## src/rtl/fsm_abcd_pkg.sv

```systemverilog
// Shared definitions for the fsm_abcd pulse-line decoder family.
// Holds the decoder state encoding and the default recovered-length width.
package fsm_abcd_pkg;

  localparam int CNT_W_DEFAULT = 8;

  // 2'b11 is unused and steered back to IDLE by the decoder.
  typedef enum logic [1:0] {
    IDLE = 2'b00,
    RUN  = 2'b01,
    SAT  = 2'b10
  } state_t;

endpackage

```

## src/rtl/fsm_abcd_len_slot.sv

```systemverilog
// One-entry valid/ready holding register with a registered overrun pulse.
// An offer while full and not being drained is dropped and flagged.
module fsm_abcd_len_slot #(
  parameter int W = 8
) (
  input  logic         clk,
  input  logic         rst_n,
  input  logic         i_offer,
  input  logic [W-1:0] i_data,
  input  logic         i_ready,
  output logic [W-1:0] o_data,
  output logic         o_valid,
  output logic         o_overrun
);

  logic [W-1:0] r_data;
  logic         r_valid;
  logic         r_overrun;

  // A drain and a new offer in the same cycle hand over without a bubble.
  always_ff @(posedge clk or negedge rst_n) begin
    if (!rst_n) begin
      r_data    <= '0;
      r_valid   <= 1'b0;
      r_overrun <= 1'b0;
    end else begin
      r_overrun <= 1'b0;
      if (i_offer) begin
        if (!r_valid || i_ready) begin
          r_data  <= i_data;
          r_valid <= 1'b1;
        end else begin
          r_overrun <= 1'b1;
        end
      end else if (r_valid && i_ready) begin
        r_valid <= 1'b0;
      end
    end
  end

  assign o_data    = r_data;
  assign o_valid   = r_valid;
  assign o_overrun = r_overrun;

endmodule

```

## src/rtl/fsm_abcd_decoder.sv

```systemverilog
// Receive-side decoder for the fsm_abcd pulse line: recovers N from each
// (N+1)-cycle high run and flags short or over-long runs.
module fsm_abcd_decoder
  import fsm_abcd_pkg::*;
#(
  parameter int CNT_W = CNT_W_DEFAULT
) (
  input  logic             clk,
  input  logic             rst,
  input  logic             din,
  output logic [CNT_W-1:0] len_out,
  output logic             len_valid,
  input  logic             len_ready,
  output logic             err_short,
  output logic             err_ovf,
  output logic             overrun
);

  localparam logic [CNT_W-1:0] CNT_MAX = '1;

  state_t           r_state;
  logic [CNT_W-1:0] r_cnt;
  logic             r_err_short;
  logic             r_err_ovf;

  state_t           w_state_nxt;
  logic [CNT_W-1:0] w_cnt_nxt;
  logic             w_offer;
  logic             w_err_short_nxt;
  logic             w_err_ovf_nxt;

  always_ff @(posedge clk or negedge rst) begin
    if (!rst) begin
      r_state     <= IDLE;
      r_cnt       <= '0;
      r_err_short <= 1'b0;
      r_err_ovf   <= 1'b0;
    end else begin
      r_state     <= w_state_nxt;
      r_cnt       <= w_cnt_nxt;
      r_err_short <= w_err_short_nxt;
      r_err_ovf   <= w_err_ovf_nxt;
    end
  end

  // The first high cycle is the encoder's extra cycle, so cnt starts at 0.
  always_comb begin
    w_state_nxt     = r_state;
    w_cnt_nxt       = r_cnt;
    w_offer         = 1'b0;
    w_err_short_nxt = 1'b0;
    w_err_ovf_nxt   = 1'b0;
    case (r_state)
      IDLE: begin
        if (din) begin
          w_state_nxt = RUN;
          w_cnt_nxt   = '0;
        end
      end
      RUN: begin
        if (din) begin
          if (r_cnt == CNT_MAX) begin
            w_state_nxt = SAT;
          end else begin
            w_cnt_nxt = r_cnt + 1'b1;
          end
        end else begin
          w_state_nxt = IDLE;
          if (r_cnt == '0) begin
            w_err_short_nxt = 1'b1;
          end else begin
            w_offer = 1'b1;
          end
        end
      end
      SAT: begin
        if (!din) begin
          w_state_nxt   = IDLE;
          w_err_ovf_nxt = 1'b1;
        end
      end
      default: begin
        w_state_nxt = IDLE;
        w_cnt_nxt   = '0;
      end
    endcase
  end

  fsm_abcd_len_slot #(
    .W (CNT_W)
  ) u_slot (
    .clk       (clk),
    .rst_n     (rst),
    .i_offer   (w_offer),
    .i_data    (r_cnt),
    .i_ready   (len_ready),
    .o_data    (len_out),
    .o_valid   (len_valid),
    .o_overrun (overrun)
  );

  assign err_short = r_err_short;
  assign err_ovf   = r_err_ovf;

endmodule

```

## config.mk

```make
export PLATFORM = sky130hd
export DESIGN_NAME = fsm_abcd_decoder
export DESIGN_NICKNAME = d
export VERILOG_FILES = /design/src/rtl/fsm_abcd_pkg.sv /design/src/rtl/fsm_abcd_len_slot.sv /design/src/rtl/fsm_abcd_decoder.sv
export SDC_FILE = /design/constraint.sdc
export NUM_CORES = 1
export LEC_CHECK = 0
export BUFFER_PORTS_ARGS = -buffer_cell sky130_fd_sc_hd__buf_2
export CAP_MARGIN = 0
export CORE_ASPECT_RATIO = 1.4
export CORE_MARGIN = 1
export CORE_UTILIZATION = 36
export CTS_CLUSTER_SIZE = 16
export DETAILED_ROUTE_END_ITERATION = 8
export SLEW_MARGIN = 20
export SYNTH_ARGS = -nofsm -noshare
export SYNTH_HDL_FRONTEND = slang
export SYNTH_SLANG_ARGS = --single-unit
```

## constraint.sdc

```tcl
create_clock -name clk -period 2.6 [get_ports clk]
set_input_delay 0.26 -clock clk [delete_from_list [all_inputs] [get_ports clk]]
set_output_delay 0.26 -clock clk [all_outputs]
set_load 0.01 [all_outputs]
```

==> metrics.txt <==
number of port buffers=15; max capacitance violation total=0; Synth Net Count=111; stages on the worst setup path=6; Clock Tree Buf Depth=2; number of antenna violations at the first check in global routing=0; Worst Path Class, Setup=flip-flop to flip-flop; crit-path leading delay family=simple AND/OR/NAND/NOR gates; cell leakage power=0.613 nW; Worst Slack Setup Final=508 ps; slowest library cell on the worst path=nor2b_2; end of the worst register-to-register path=u_slot.o_data[5]$_DFFE_PN0P_; area taken by flip-flops and latches=551 µm²; Yosys cell types=35; classification of the worst-slack hold path=input pin to flip-flop; number of buffers added by the clock tree synthesis step=3; Final Instance Count excl. Fillers=157; I/O pin count=16; crit-path cells=inv_1 > ha_1 > nor4b_2 > a211o_1 > nor2b_2 > mux2_4; setup clock skew after layout=2.90 ps; worst hold path cell count=3; FILL cells=294; starting density of the core=0.389; ANT nets after route=0; total power divided by cell area=728 mW/mm²; Warnings, synthesis=0; chip width=49.6 µm; CTS tree=built; Core Util, Final=0.439; final period utilization=0.805; total half-perimeter wirelength after legalization and detailed placement=1600 µm; multi-input combinational cell area=551 µm²; pin count of the biggest net entering global routing=23; Routed WL=2290 µm; startpoint type of the worst setup path=flip-flop; average vias per placed instance=5.44; DRT iter0 DRCs=28; r2r setup slk=510 ps; post-CTS setup buffer count=0; run status=completed; most frequent standard cell in the layout excluding fill and tap cells=dfrtp_1; sequential cell area fraction in the yosys report=0.482; Syn Inst Count=105; number of global-route vias before repair=820; Worst Reg2Reg Path Length in Cells=6; global-route wire length before repair=3820 µm; largest voltage drop on the vdd net=0.000255 V; clock transition at the registers of the reported paths=80 ps; post-detailed-route wirelength per cell=14.6 µm; count of H-tree levels built during CTS=1; Clock Root Buffer=clkbuf_8; biggest area contributors in the synthesized netlist=dfrtp_1 (48%), mux2_4 (11%), nand2_1 (4.3%), nand3_1 (3.1%), ha_1 (2.2%); final hold vios=0; post-synth top area share=0.482; layout cell share with drive strength beyond 1=0.267; highest attainable clock frequency=478 MHz; final routed DRC violation total=0; total routing usage reported by global routing=0.152; Worst Path Max Fanout=8; count of buffer and inverter cells on the critical path=1; clock network latency to the later pin of the worst-skew pair=260 ps; critical path's largest stage delay=460 ps; startpoint of the tightest hold check path=len_ready; reg-to-reg startpoint=r_cnt[0]$_DFFE_PN0P_; hold slack=286 ps; # rows=23; diode count=0; core box area=0.00294 mm²; First-pass DRT Iterations=4; overall via count from detail_route=854; Setup TNS Final=0 ps; Final GP Congestion=0.821; kind of end point of the critical path=flip-flop; Layout Area Growth over Synthesis=12.9%; total setup violations reported at the end of the flow=0; Sink Count=22; post-synthesis sequential element count=22; average instance area after synthesis=10.9 µm²; RSZ-0062 raised after global routing=false; most frequent cells in the layout=dfrtp_1 (22), buf_2 (15), nand2_1 (13), mux2_4 (8), nand3_1 (7); synthesized area=0.00114 mm²; Die Outline Area=0.00340 mm²; minimum setup slack after placement=506 ps; library cell with the largest summed area after synthesis=dfrtp_1; cell count after placement=153; minimum period implied by the final worst setup slack=2090 ps; slew margin rel.=0.635; critical path data arrival time=2240 ps; transition time of the tightest slew-check pin=533 ps; total congestion overflow=0; Worst Path Required=2750 ps; endpoint of the worst hold path=u_slot.o_overrun$_DFF_PN0_; die boundary height=68.6 µm; count of pins over their slew limit=0; Final Net Count=128
==> flip-flops by register name, indices dropped and copies added, names as in the netlist <==
name,cells
r_cnt,8
u_slot.o_data,8
r_state,2
err_ovf,1
err_short,1
u_slot.o_overrun,1
u_slot.o_valid,1
==> stage by stage <==
step | total power, W | area, µm²
6_report | 0.000938 | 1290
5_1_grt | 0.000995 | 1290
4_1_cts | 0.000955 | 1290
3_5_place_dp | 0.000737 | 1240
3_3_place_gp | 0.000729 | 1240
2_1_floorplan | 0.000648 | 1140
==> synthesized netlist by cell type <==
library cell  number
ha_1               2
nor2_1             3
nand4b_1           2
clkbuf_1           1
o31a_1             2
o311ai_1           1
dfrtp_1           22
and3_1             2
a21oi_1            4
o21ai_0            3
nor2b_2            1
nor3_1             3
nand2_1           13
nor2_2             1
nand2_2            1
nor4b_2            1
buf_2              2
inv_1              2
mux2_4             8
nand2b_1           2
or4_1              1
mux2_1             1
and4_1             1
o211ai_1           2
mux2i_1            2
nor2b_1            4
nor3b_1            1
a211o_1            2
nand2b_4           1
buf_6              1
and2b_1            1
o21ai_1            3
nand4_1            1
nand3_1            7
buf_4              1
==> cell families (layout without fill, tap and decap cells) <==
group                      after synthesis  after routing  share of synthesized area
AOI/OAI and AO/OA                       17             17                     0.0954
adders and majority gates                2              2                     0.0219
buffers and inverters                    7             22                     0.0351
DFF                                     22             22                      0.482
muxes                                   11             11                      0.133
and+or+nand+nor                         46             46                      0.232
==> worst reg2reg max path, stage by stage (launching register included) <==
cell and delay [ps]:
dfrtp_1 450, inv_1 70, ha_1 190, nor4b_2 160, a211o_1 310, nor2b_2 460
mux2_4 350
==> worst max path at each step <==
stage	startpoint	to
after floorplan	r_cnt[0]$_DFFE_PN0P_	u_slot.o_data[0]$_DFFE_PN0P_
after global placement	r_cnt[1]$_DFFE_PN0P_	u_slot.o_data[0]$_DFFE_PN0P_
after detailed placement	r_cnt[0]$_DFFE_PN0P_	u_slot.o_data[5]$_DFFE_PN0P_
after CTS	r_cnt[0]$_DFFE_PN0P_	u_slot.o_data[5]$_DFFE_PN0P_
after global routing	r_cnt[0]$_DFFE_PN0P_	u_slot.o_data[5]$_DFFE_PN0P_
final	r_cnt[0]$_DFFE_PN0P_	u_slot.o_data[5]$_DFFE_PN0P_
==> final cells by class <==
| type | count | area share |
|---|---|---|
| clock buffers | 3 | 0.0320 |
| inverters | 2 | 0.00583 |
| multi-input cells | 76 | 0.427 |
| flip-flops and latches | 22 | 0.427 |
| well taps | 37 | 0.0359 |
| repair buffers | 17 | 0.0718 |
==> what timing repair did <==
action | CTS | global route
resized for setup | 0 | 0
hold buffers | 1 | 0
hold endpoints to repair | 22 | 0
==> report_power, final <==
group          switching, W  internal (W)  total [W]  leakage [nW]
clock              0.000108      0.000103   0.000212        0.0216
sequential        0.0000724      0.000413   0.000485         0.291
combinational      0.000106      0.000135   0.000241         0.301
==> layer usage <==
metal	part of all wire	GRT usage	vias to the layer above
met4	0.021	0.0857	0
met1	0.44	0.187	412
li1	-	-	405
met2	0.50	0.258	32
met5	0	0	-
met3	0.045	0.0197	5
No activity file was read; power rests on OpenSTA's default activity.
